<file path="src/rtl/ram_ctrl_pkg.sv">
// ============================================================================
// Module : ram_ctrl_pkg
// Brief  : Shared state encoding and default widths for the RAM controller.
// Rev    : 1.0
// ============================================================================
`default_nettype none

package ram_ctrl_pkg;

   localparam int DEFAULT_D_WIDTH = 32;
   localparam int DEFAULT_A_WIDTH = 4;

   typedef enum logic [1:0] {
      IDLE   = 2'd0,
      SETUP  = 2'd1,
      STROBE = 2'd2,
      RESP   = 2'd3
   } state_t;

endpackage

`default_nettype wire

</file>
<file path="src/rtl/ram_ctrl.sv">
// ============================================================================
// Module : ram_ctrl
// Brief  : Single-request load/store sequencer for an edge-strobed RAM.
// Rev    : 1.0
// ============================================================================
`default_nettype none

module ram_ctrl
   import ram_ctrl_pkg::*;
#(
   parameter int D_WIDTH = DEFAULT_D_WIDTH,
   parameter int A_WIDTH = DEFAULT_A_WIDTH
) (
   input  logic               clock,
   input  logic               reset,
   input  logic               req_valid,
   output logic               req_ready,
   input  logic               req_write,
   input  logic [A_WIDTH-1:0] req_addr,
   input  logic [D_WIDTH-1:0] req_wdata,
   output logic               resp_valid,
   input  logic               resp_ready,
   output logic               resp_write,
   output logic [D_WIDTH-1:0] resp_rdata,
   output logic [A_WIDTH-1:0] address_write,
   output logic [D_WIDTH-1:0] data_write,
   output logic               write_enable,
   output logic [A_WIDTH-1:0] address_read,
   output logic               read_enable,
   input  logic [D_WIDTH-1:0] data_read
);

   state_t               state, next_state;
   logic                 req_ready_next;
   logic                 resp_valid_next;
   logic                 resp_write_next;
   logic [D_WIDTH-1:0]   resp_rdata_next;
   logic [A_WIDTH-1:0]   address_write_next;
   logic [D_WIDTH-1:0]   data_write_next;
   logic                 write_enable_next;
   logic [A_WIDTH-1:0]   address_read_next;
   logic                 read_enable_next;

   // Every output is computed here one cycle ahead and registered below,
   // so no input reaches an output without passing through a flop.
   always_comb begin
      next_state         = state;
      req_ready_next     = req_ready;
      resp_valid_next    = resp_valid;
      resp_write_next    = resp_write;
      resp_rdata_next    = resp_rdata;
      address_write_next = address_write;
      data_write_next    = data_write;
      address_read_next  = address_read;
      write_enable_next  = 1'b0;
      read_enable_next   = 1'b0;

      case (state)
         IDLE: begin
            req_ready_next = 1'b1;
            if (req_valid && req_ready) begin
               if (req_write) begin
                  address_write_next = req_addr;
                  data_write_next    = req_wdata;
               end else begin
                  address_read_next  = req_addr;
               end
               resp_write_next = req_write;
               req_ready_next  = 1'b0;
               next_state      = SETUP;
            end
         end
         SETUP: begin
            write_enable_next = resp_write;
            read_enable_next  = ~resp_write;
            next_state        = STROBE;
         end
         STROBE: begin
            // The RAM already presented the word at the strobe's rising edge.
            if (!resp_write) begin
               resp_rdata_next = data_read;
            end
            resp_valid_next = 1'b1;
            next_state      = RESP;
         end
         RESP: begin
            if (resp_valid && resp_ready) begin
               resp_valid_next = 1'b0;
               req_ready_next  = 1'b1;
               next_state      = IDLE;
            end
         end
         default: begin
            resp_valid_next = 1'b0;
            req_ready_next  = 1'b1;
            next_state      = IDLE;
         end
      endcase
   end

   always_ff @(posedge clock or posedge reset) begin
      if (reset) begin
         state         <= IDLE;
         req_ready     <= 1'b1;
         resp_valid    <= 1'b0;
         resp_write    <= 1'b0;
         resp_rdata    <= '0;
         address_write <= '0;
         data_write    <= '0;
         write_enable  <= 1'b0;
         address_read  <= '0;
         read_enable   <= 1'b0;
      end else begin
         state         <= next_state;
         req_ready     <= req_ready_next;
         resp_valid    <= resp_valid_next;
         resp_write    <= resp_write_next;
         resp_rdata    <= resp_rdata_next;
         address_write <= address_write_next;
         data_write    <= data_write_next;
         write_enable  <= write_enable_next;
         address_read  <= address_read_next;
         read_enable   <= read_enable_next;
      end
   end

endmodule

`default_nettype wire

</file>
<file path="config.mk">
export PLATFORM = sky130hd
export DESIGN_NAME = ram_ctrl
export DESIGN_NICKNAME = d
export VERILOG_FILES = /design/src/rtl/ram_ctrl_pkg.sv /design/src/rtl/ram_ctrl.sv
export SDC_FILE = /design/constraint.sdc
export NUM_CORES = 1
export LEC_CHECK = 0
export ABC_AREA = 1
export CAP_MARGIN = 5
export CORE_MARGIN = 4
export CORE_UTILIZATION = 35
export DETAILED_ROUTE_END_ITERATION = 16
export GPL_ROUTABILITY_DRIVEN = 1
export GPL_TIMING_DRIVEN = 1
export PLACE_DENSITY = 0.77
export SYNTH_ARGS = -nofsm -noshare
export SYNTH_HDL_FRONTEND = slang
export SYNTH_SLANG_ARGS = --single-unit
</file>
<file path="constraint.sdc">
create_clock -name clock -period 5.3 [get_ports clock]
set_input_delay 0.795 -clock clock [delete_from_list [all_inputs] [get_ports clock]]
set_output_delay 0.795 -clock clock [all_outputs]
set_load 0.03 [all_outputs]
</file>
After elaboration in Yosys (flattened, before gate mapping)
Cells that the tools add are included.
- flip-flop bits (word level): 79
- bits of input ports: 73
- output and inout port bits: 77
- logic and storage cells: 39
- eq/ne operators: 5
- muxes and demuxes: 10
- bitwise operators: 2
- reduce and logical (&&, ||, !) cells: 12
- operator list (kind ; number):
    AND reduction 2 bit ; 5
    one-hot mux 2 bit (4 select lines) ; 1
    AND reduction 3 bit ; 2
    two-way mux 1 bit ; 5
    == test 2 bit, second input constant ; 2
    two-way mux 2 bit ; 2
    != test 2 bit, second input constant ; 2
    one-hot mux 1 bit (2 select lines) ; 2
    nonzero test 2 bit ; 2
    == test 2 x 1 -> 1 bit, second input constant ; 1
    logical AND 1 bit ; 2
    logical NOT 2 bit ; 1
    inverter 1 bit ; 2

Depth between registers and ports, before layout
Gate-level depths: netlist of run 1.
- word-level depth: 3
- mapped depth: 7
- depth with buffers taken out: 6

Worst setup path before layout of run 1
OpenSTA, ideal clock, no wires.
- kind: reg-to-output
- start: register req_ready
- end: output req_ready
- arrival: 647 ps
- data required time: 4505 ps
- setup slack: 3858 ps
- stages on the path, launching flop included: 1
- buffers on the path: 0
- cell sequence: dfstp_2
- RTL lines (what ; line ; RTL):
    from (decl) ; ram_ctrl.sv:17 ; output logic req_ready,
    from (signal assigned) ; ram_ctrl.sv:115 ; req_ready <= req_ready_next;
No word-level cell between the ends.

Final worst setup path of run 1
- start: register state[0]
- end: register resp_rdata[2]
- longest elaborated chain between the ends: 2
- ends and longest elaborated chain (what ; line ; RTL):
    from (decl) ; ram_ctrl.sv:33 ; state_t state, next_state;
    from (signal assigned) ; ram_ctrl.sv:114 ; state <= next_state;
    == test 2 bit ; ram_ctrl.sv:58 ; case (state)
    AND reduction 2 bit (no line) ; -- ;
    to (signal assigned) ; ram_ctrl.sv:118 ; resp_rdata <= resp_rdata_next;
    to (decl) ; ram_ctrl.sv:24 ; output logic [D_WIDTH-1:0] resp_rdata,
Every way passes these cells.
A chain may end at the register's enable or synchronous reset.

==> impl_metrics.py, run 1 <==
metrics = {
    "critical_path": {
        "cp.arrival_ns": 3.14,
        "critPathTopFamily": "simple AND/OR/NAND/NOR gates",
        "timing.critical_path.slowest_cell_delay_ns": 0.96,
        "crit_chain": "inv_1, ha_1, nand2_1, nand2_1, nand2_1",
        "r2r-start": "state[0]",
        "regToRegSetupSlack_ns": 2.40,
        "cp_max_fo": 34,
        "cp_common_cell": "nand2_1",
        "worstRegToRegCells": 5,
        "cp_slowest_cell": "ha_1",
        "path_class": "flip-flop to flip-flop",
        "cp.buffers_inverters": 1,
        "cp-start-kind": "flip-flop",
        "crit_start": "state[0]",
        "critPathRequiredTime_ns": 5.54,
        "end_kind": "flip-flop",
        "r2r_end": "resp_rdata[2]",
    },
    "cts": {
        "cts_tree": "done",
        "cts.clk_slew.worst_paths_ns": 0.08,
        "cts_sinks": 79,
        "cts_hold_buffers": 0,
        "h-tree-depth": 3,
        "clk_latency_ns": 0.34,
        "numCtsBuffers": 9,
        "cts_resized": 0,
        "clock_path_buffers": 2,
        "ctsRootBufferMaster": "clkbuf_8",
        "post_cts_buffers": 0,
    },
    "routing": {
        "postRouteAntennaNets": 0,
        "drt_wl_total_um": 9170,
        "drtIter0Drc": 142,
        "viasPerCell": 4.81,
        "drc": 0,
        "via_count": 2923,
        "routedWlPerCell_um": 15.1,
        "first_pass_iters": 5,
    },
    "hold_path": {
        "hold_end": "data_write[11]",
        "holdPathStages": 2,
        "min_from": "data_write[11]",
        "hold_path_class": "flip-flop to flip-flop",
    },
    "placed_design": {
        "io_buffers": 149,
        "hpwlAfterDp_um": 6460,
        "dpl_cell_area_mm2": 0.00477,
        "routabilityCongestion": 0.808,
    },
    "logic_synthesis": {
        "avgSynthCellArea_um2": 9.22,
        "synth_warnings": 0,
        "syn_nets": 431,
        "synthCells": 354,
        "synth-seq-cells": 79,
        "ys_types": 20,
        "ys_seq_area_share_pct": 60.6,
        "synth_area_mm2": 0.00326,
    },
    "run": {
        "drv_cap": 0,
    },
    "pwr": {
        "p_per_area_mw_per_mm2": 669,
        "p_switching_mw": 1.46,
        "power.share.clock_pct": 15.9,
        "ir_worst_vdd_mv": 0.290,
        "p_leak_nw": 2.43,
        "switching_share_pct": 43.8,
        "intPower_mw": 1.88,
        "total_power_mw": 3.35,
        "comb_power_share_pct": 52.3,
        "seqPwrFrac_pct": 31.8,
    },
    "global_routing": {
        "grt_overflow": 0,
        "grt_max_degree": 56,
        "antenna_found_initial": 0,
        "grt.total_usage_pct": 16.9,
        "grt_pass1_vias": 2901,
        "grt_pass1_wl_um": 15000,
    },
    "layout": {
        "fin_nets": 572,
        "drive_gt1_share_pct": 5.60,
        "antenna_cells": 0,
        "final_area_mm2": 0.00500,
        "syn2layout_area_growth_pct": 53.2,
    },
    "floorplan": {
        "rows": 34,
        "io_pins": 150,
        "die_w_um": 105,
        "chipHeight_um": 105,
        "core_area_mm2": 0.00889,
        "die_area_mm2": 0.0109,
        "start_util_pct": 36.7,
    },
    "sta": {
        "finalMaxSlewViolations": 0,
        "timing.final.crit_share_pct": 54.7,
        "period_needed_ns": 2.90,
        "hold_ws_ns": 0.473,
        "finClkSkew_ns": 0.00952,
        "tns_ns": 0,
        "relSlewSlack_pct": 19.4,
        "timing_hold_violations_final": 0,
        "setup_viol": 0,
        "fmax_ghz": 0.345,
        "rsz0062_at_grt": "no",
        "tightest_slew_ns": 1.21,
    },
    "run_status": {
        "status": "completed",
    },
}
per-layer routing:
metal	track usage (%)	wire length (um)
met1	22.3	3990
met3	4.44	701
met4	6.09	168
met2	27.0	4310
met5	0	0
metrics by stage:
step / worst slack (ns) / utilization [%] / instances
floorplan: 2.48 / - / 354
global placement: 2.55 / 53.6 / 592
detailed placement: 2.39 / 53.6 / 592
CTS: 2.36 / 56.3 / 608
global route: 2.02 / 56.3 / 608
finish: 2.40 / 56.3 / 608
cells in the mapped netlist:
master | count | share of area (%)
buf_6 | 4 | 1.4
nor2_8 | 1 | 0.61
buf_2 | 8 | 1.2
ha_1 | 4 | 1.5
nand4_4 | 1 | 0.65
nand3b_1 | 1 | 0.23
nor2_1 | 1 | 0.11
inv_1 | 6 | 0.69
nand3_1 | 73 | 11
nand4_1 | 1 | 0.19
nand3_2 | 3 | 0.92
buf_4 | 3 | 0.69
inv_2 | 3 | 0.34
nand2_2 | 1 | 0.19
clkbuf_1 | 5 | 0.57
nand2_1 | 156 | 18
o21ai_0 | 3 | 0.46
dfrtp_1 | 78 | 60
buf_8 | 1 | 0.46
dfstp_2 | 1 | 0.81
placed cells by master (no fill, tap or decap):
| master | count |
|---|---|
| bufinv_16 | 3 |
| nor2_1 | 1 |
| nand4_1 | 1 |
| buf_4 | 2 |
| o21ai_0 | 3 |
| clkbuf_1 | 1 |
| nor2_8 | 1 |
| nand3b_1 | 1 |
| dfrtp_1 | 78 |
| dfstp_2 | 1 |
| clkdlybuf4s50_1 | 149 |
| ha_1 | 4 |
| inv_1 | 5 |
| clkbuf_8 | 9 |
| clkinv_4 | 1 |
| clkinv_2 | 3 |
| nand3_2 | 3 |
| inv_2 | 3 |
| nand2_2 | 1 |
| nand3_1 | 73 |
| nand2_1 | 156 |
| nand4_4 | 1 |
cells by family (layout without fill, tap and decap cells):
family / count (synthesis) / count (layout) / synth area share [%]
buffers and inverters: 30 / 176 / 5.37
and+or+nand+nor: 238 / 238 / 32.0
adders and majority gates: 4 / 4 / 1.53
AOI/OAI and AO/OA: 3 / 3 / 0.460
DFF: 79 / 79 / 60.6
worst max-delay path by stage:
| stage | to | cells past startpoint |
|---|---|---|
| 2_1_floorplan | address_read[0] | 1 |
| 3_3_place_gp | resp_rdata[16] | 5 |
| 3_5_place_dp | resp_rdata[16] | 5 |
| 4_1_cts | resp_rdata[16] | 5 |
| 5_1_grt | resp_rdata[21] | 5 |
| 6_report | resp_rdata[2] | 5 |
worst reg2reg max path, cell delays in order, from the launching register on:
cell and delay, ns:
dfrtp_1 0.43, inv_1 0.09, ha_1 0.96, nand2_1 0.95, nand2_1 0.29, nand2_1 0.07
cell type report:
| class | count | area, um^2 |
|---|---|---|
| clock buffers | 10 | 128 |
| multi-input cells | 245 | 1110 |
| clock inverters | 6 | 109 |
| well taps | 108 | 135 |
| repair buffers | 151 | 1510 |
| flip-flops and latches | 79 | 1980 |
| fillers | 764 | 3890 |
| inverters | 9 | 35.0 |
registers in the layout (all words and copies together) (netlist names):
register       cells
address_read       4
address_write      4
resp_rdata        32
data_write        32
write_enable       1
state              2
resp_valid         1
resp_write         1
read_enable        1
req_ready          1
power by group through the flow:
stage | clock, mW | combinational, mW | sequential, mW
floorplan | 0 | 0.491 | 1.60
global placement | 0 | 1.73 | 1.07
detailed placement | 0 | 1.77 | 1.07
CTS | 0.546 | 1.77 | 1.07
global route | 0.567 | 1.88 | 1.10
finish | 0.531 | 1.75 | 1.07
No activity file was read; power rests on OpenSTA's default activity.
==> inputs of run 2 (changes only) <==
==> constraint.sdc (replaced) <==
create_clock -name clock -period 3 [get_ports clock]
set_input_delay 0.45 -clock clock [delete_from_list [all_inputs] [get_ports clock]]
set_output_delay 0.45 -clock clock [all_outputs]
set_load 0.03 [all_outputs]
==> run 2 against run 1 <==
Net effect:
- sequential share of layout area rose by 0.19 points
- die area did not move
- non-clock buffer count rose by 3
- critical path depth fell by 4
- hold slack improved by 0.0024 ns
- clock power rose by 39%
- wire length fell by 1.7%
- first-iteration DRC count fell by 25%
- cell area fell by 0.48%
- sequential cell count did not move
- register-to-register slack got worse by 1.5 ns
- critical path type is now flip-flop to primary output
- highest routed layer unchanged
==> impl_metrics.py, run 2 (synthesis gave the netlist of run 1 again) <==
metrics = {
    "run_status": {
        "status": "completed",
    },
    "pwr": {
        "p_leak_nw": 2.41,
        "comb_power_share_pct": 54.3,
        "power.share.clock_pct": 12.9,
        "seqPwrFrac_pct": 32.8,
        "ir_worst_vdd_mv": 0.630,
        "p_per_area_mw_per_mm2": 1150,
        "intPower_mw": 3.11,
        "p_switching_mw": 2.62,
        "switching_share_pct": 45.7,
    },
    "critical_path": {
        "r2r_end": "resp_rdata[19]",
        "critPathRequiredTime_ns": 2.55,
        "path_class": "flip-flop to primary output",
        "end_kind": "primary output",
        "cp-start-kind": "flip-flop",
        "timing.critical_path.slowest_cell_delay_ns": 0.71,
        "crit_chain": "clkdlybuf4s50_1",
        "r2r-start": "resp_write",
        "critPathTopFamily": "buffers and inverters",
        "regToRegSetupSlack_ns": 0.94,
        "cp_max_fo": 5,
        "worstRegToRegCells": 4,
        "cp.buffers_inverters": 1,
        "cp_slowest_cell": "clkdlybuf4s50_1",
        "cp.arrival_ns": 1.66,
    },
    "routing": {
        "via_count": 2905,
        "viasPerCell": 4.75,
        "drtIter0Drc": 106,
        "drt_wl_total_um": 9020,
        "routedWlPerCell_um": 14.8,
        "first_pass_iters": 4,
        "drc": 0,
        "postRouteAntennaNets": 0,
    },
    "placed_design": {
        "io_buffers": 149,
        "hpwlAfterDp_um": 6670,
        "routabilityCongestion": 0.762,
    },
    "hold_path": {
        "holdPathStages": 2,
        "hold_path_class": "flip-flop to flip-flop",
        "min_from": "resp_rdata[1]",
        "hold_end": "resp_rdata[1]",
    },
    "sta": {
        "setup_viol": 0,
        "rsz0062_at_grt": "no",
        "relSlewSlack_pct": 32.3,
        "tightest_slew_ns": 1.01,
        "tns_ns": 0,
        "finalMaxSlewViolations": 0,
        "fmax_ghz": 0.475,
        "finClkSkew_ns": 0.00991,
        "timing_hold_violations_final": 0,
        "timing.final.crit_share_pct": 70.2,
        "period_needed_ns": 2.11,
    },
    "cts": {
        "h-tree-depth": 3,
        "clk_latency_ns": 0.34,
        "cts.clk_slew.worst_paths_ns": 0.08,
        "cts_hold_buffers": 0,
        "cts_resized": 0,
        "ctsRootBufferMaster": "clkbuf_8",
        "numCtsBuffers": 9,
        "cts_tree": "done",
        "cts_sinks": 79,
        "post_cts_buffers": 0,
        "clock_path_buffers": 2,
    },
    "layout": {
        "top_regs": "data_write: 32 flops, resp_rdata: 32 flops",
        "multi_input_area_mm2": 0.00111,
        "antenna_cells": 0,
        "syn2layout_area_growth_pct": 52.5,
        "fill_cells": 780,
        "mostFrequentLayoutCells": "nand2_1 (156), clkdlybuf4s50_1 (149), dfrtp_1 (78)",
        "finalCoreUtilization_pct": 56.0,
        "layout_commonest_cell": "nand2_1",
        "fin_nets": 575,
        "final-seq-area_mm2": 0.00198,
        "drive_gt1_share_pct": 6.36,
    },
    "global_routing": {
        "grt_pass1_wl_um": 15100,
        "grt.total_usage_pct": 16.9,
        "antenna_found_initial": 0,
        "grt_overflow": 0,
        "grt_max_degree": 46,
        "grt_pass1_vias": 3032,
    },
    "floorplan": {
        "chipHeight_um": 105,
        "rows": 34,
        "die_area_mm2": 0.0109,
        "core_area_mm2": 0.00889,
        "io_pins": 150,
        "die_w_um": 105,
        "start_util_pct": 36.7,
    },
    "run": {
        "drv_cap": 0,
    },
}
==> run 2: cell count changes in the layout (fill, tap and decap cells not counted), moves of 2 or more <==
cell / change
buf_4: +3
clkinv_2: -2
bufinv_16: -3
clkinvlp_4: +2
==> run 2: layout make-up <==
| type | count | area share, % |
|---|---|---|
| flip-flops and latches | 79 | 39.7 |
| repair buffers | 154 | 30.7 |
| multi-input cells | 245 | 22.3 |
| clock buffers | 10 | 2.76 |
| well taps | 108 | 2.71 |
| clock inverters | 6 | 1.06 |
| inverters | 9 | 0.704 |
==> run 2: per-layer routing <==
metal / wire, um / global-route usage (%) / share of wire (%)
met5: 0 / 0 / 0
met4: 94 / 4.12 / 1.0
met3: 597 / 5.36 / 6.6
met2: 4500 / 29.7 / 50
met1: 3820 / 20.2 / 42
==> run 2: worst max-delay path by stage <==
stage | from | end | slack, ns | depth (start not counted)
floorplan | reset | address_read[0] | 0.53 | 1
global placement | resp_write | resp_rdata[12] | 0.97 | 4
detailed placement | req_write | data_write[11] | 0.89 | 4
CTS | req_ready | req_ready | 0.87 | 1
global route | resp_write | resp_rdata[11] | 0.70 | 4
finish | req_ready | req_ready | 0.89 | 1
==> run 2: metrics by stage <==
step / cells / cell area, um^2 / setup slack [ns] / hold WS, ns / power (mW)
after detailed placement: 595 / 4790 / 0.886 / 0.458 / 5.03
after CTS: 611 / 4980 / 0.873 / 0.477 / 5.79
final: 611 / 4980 / 0.895 / 0.476 / 5.73
after global routing: 611 / 4980 / 0.703 / 0.499 / 6.12
after floorplan: 354 / 3260 / 0.528 / 0.490 / 3.70
after global placement: 595 / 4790 / 0.967 / 0.453 / 4.95
==> run 2: power by group through the flow <==
| stage | logic [mW] | registers (mW) | clock network, mW |
|---|---|---|---|
| 2_1_floorplan | 0.868 | 2.83 | 0 |
| 3_3_place_gp | 3.07 | 1.88 | 0 |
| 3_5_place_dp | 3.14 | 1.89 | 0 |
| 4_1_cts | 3.14 | 1.89 | 0.760 |
| 5_1_grt | 3.35 | 1.95 | 0.819 |
| 6_report | 3.11 | 1.88 | 0.737 |
==> inputs of run 3 (changes only) <==
--- a/config.mk
+++ b/config.mk
@@ -12,7 +12,7 @@
 export DETAILED_ROUTE_END_ITERATION = 16
 export GPL_ROUTABILITY_DRIVEN = 1
 export GPL_TIMING_DRIVEN = 1
-export PLACE_DENSITY = 0.77
+export PLACE_DENSITY = 0.79
 export SYNTH_ARGS = -nofsm -noshare
 export SYNTH_HDL_FRONTEND = slang
 export SYNTH_SLANG_ARGS = --single-unit
==> constraint.sdc (replaced) <==
create_clock -name clock -period 1.9 [get_ports clock]
set_input_delay 0.285 -clock clock [delete_from_list [all_inputs] [get_ports clock]]
set_output_delay 0.285 -clock clock [all_outputs]
set_load 0.03 [all_outputs]
==> run 3 against run 2 <==
Net effect:
- utilization increased by 1.1 points
- wire length shrank 0.38%
- sequential cell count unchanged
- critical path depth unchanged
- final cell count rose by 0.82%
- largest cell class unchanged
==> impl_metrics.py, run 3 (synthesis gave the netlist of run 1 again) <==
metrics = {
    "run_status": {
        "status": "completed",
    },
    "pwr": {
        "p_per_area_mw_per_mm2": 1810,
        "seqPwrFrac_pct": 32.4,
        "p_switching_mw": 4.07,
        "power.share.clock_pct": 13.4,
        "total_power_mw": 9.17,
        "ir_worst_vdd_mv": 0.954,
        "comb_power_share_pct": 54.1,
        "p_leak_nw": 2.45,
        "intPower_mw": 5.09,
        "switching_share_pct": 44.4,
    },
    "floorplan": {
        "rows": 34,
        "die_w_um": 105,
        "chipHeight_um": 105,
        "core_area_mm2": 0.00889,
        "start_util_pct": 36.7,
        "die_area_mm2": 0.0109,
        "io_pins": 150,
    },
    "sta": {
        "fin_ws_ns": 0.172,
        "finClkSkew_ns": 0.0125,
        "timing.final.crit_share_pct": 90.9,
        "setup_viol": 0,
        "timing_hold_violations_final": 0,
        "tightest_slew_ns": 0.365,
        "period_needed_ns": 1.73,
        "tns_ns": 0,
        "relSlewSlack_pct": 75.6,
        "fmax_ghz": 0.579,
        "finalMaxSlewViolations": 0,
        "rsz0062_at_grt": "no",
    },
    "routing": {
        "via_count": 2958,
        "viasPerCell": 4.80,
        "postRouteAntennaNets": 0,
        "routedWlPerCell_um": 14.6,
        "drc": 0,
        "drt_wl_total_um": 8980,
        "drtIter0Drc": 116,
        "first_pass_iters": 6,
    },
    "cts": {
        "cts_tree": "done",
        "clk_latency_ns": 0.34,
        "cts.clk_slew.worst_paths_ns": 0.08,
        "ctsRootBufferMaster": "clkbuf_8",
        "h-tree-depth": 3,
        "numCtsBuffers": 9,
        "cts_sinks": 79,
        "clock_path_buffers": 2,
    },
    "layout": {
        "drive_gt1_share_pct": 6.89,
        "layout_commonest_cell": "nand2_1",
        "mostFrequentLayoutCells": "nand2_1 (156), clkdlybuf4s50_1 (148), dfrtp_1 (78)",
        "syn2layout_area_growth_pct": 55.5,
        "antenna_cells": 0,
        "fin_nets": 580,
        "top_regs": "data_write: 32 flops, resp_rdata: 32 flops",
    },
    "critical_path": {
        "critPathTopFamily": "buffers and inverters",
        "cp.buffers_inverters": 1,
        "critPathRequiredTime_ns": 1.62,
        "cp.arrival_ns": 1.44,
        "end_kind": "primary output",
        "path_class": "flip-flop to primary output",
        "crit_chain": "clkdlybuf4s50_1",
        "cp_max_fo": 4,
        "cp-start-kind": "flip-flop",
        "timing.critical_path.slowest_cell_delay_ns": 0.71,
        "cp_slowest_cell": "clkdlybuf4s50_1",
    },
    "placed_design": {
        "io_buffers": 149,
        "routabilityCongestion": 0.738,
        "hpwlAfterDp_um": 6650,
        "pre_cts_ws_ns": 0.223,
    },
    "hold_path": {
        "hold_path_class": "primary input to async pin",
    },
    "global_routing": {
        "antenna_found_initial": 0,
        "grt_pass1_vias": 2951,
        "grt_overflow": 0,
        "grt_pass1_wl_um": 14700,
        "grt.total_usage_pct": 16.4,
        "grt_max_degree": 38,
    },
    "run": {
        "drv_cap": 0,
    },
}
-- run 3: cell type report --
cell class	count	area (um^2)
multi-input combinational	245	1110
clock buffer	12	145
tap	108	135
clock inverter	4	53.8
sequential	79	1980
inverter	9	37.5
timing repair buffer	159	1620
fill	780	3810
-- run 3: final timing paths --
path,startpoint,end,slack [ns],cells after the start
worst max-delay path,resp_write,resp_write,0.17,1
worst min register to register,resp_rdata[21],resp_rdata[21],0.47,2
min in group clock,resp_rdata[21],resp_rdata[21],0.47,2
max in group asynchronous,reset,resp_rdata[0],1.14,3
worst min-delay path,reset,resp_rdata[13],0.27,2
worst max register to register,state[0],resp_write,0.35,6
-- run 3: through the flow --
stage	hold WS, ns	area [um^2]	cells	utilization [%]
3_3_place_gp	0.454	4880	600	54.9
6_report	0.268	5080	616	57.1
5_1_grt	0.265	5080	616	57.1
3_5_place_dp	0.458	4880	600	54.9
2_1_floorplan	0.413	3270	354	-
4_1_cts	0.253	5080	616	57.1
-- run 3: worst reg2reg max path, cell delays in order (launching register included) --
cell	delay, ns
dfrtp_1	0.41
inv_1	0.08
ha_1	0.23
buf_4	0.16
nand4_4	0.05
buf_4	0.34
o21ai_0	0.14
-- run 3: power by group through the flow --
stage | Combinational [mW] | Clock, mW | Sequential, mW
finish | 4.96 | 1.23 | 2.97
global route | 5.33 | 1.35 | 3.08
CTS | 5.02 | 1.28 | 2.97
detailed placement | 5.02 | 0 | 2.99
global placement | 4.93 | 0 | 2.96
floorplan | 1.37 | 0 | 4.47
-- run 3: what timing repair did --
action,in CTS,in global routing
setup buffers,0,0
endpoints found under the setup margin,1,0
hold buffers,0,0
gates resized for setup,1,0
endpoints found under the hold margin,0,0
-- run 3: routing by layer --
| layer | wire length, um | track usage [%] | part of all wire (%) |
|---|---|---|---|
| met1 | 3950 | 21.1 | 44 |
| met2 | 4320 | 26.8 | 48 |
| met3 | 555 | 4.13 | 6.2 |
| met4 | 157 | 5.81 | 1.7 |
| met5 | 0 | 0 | 0 |
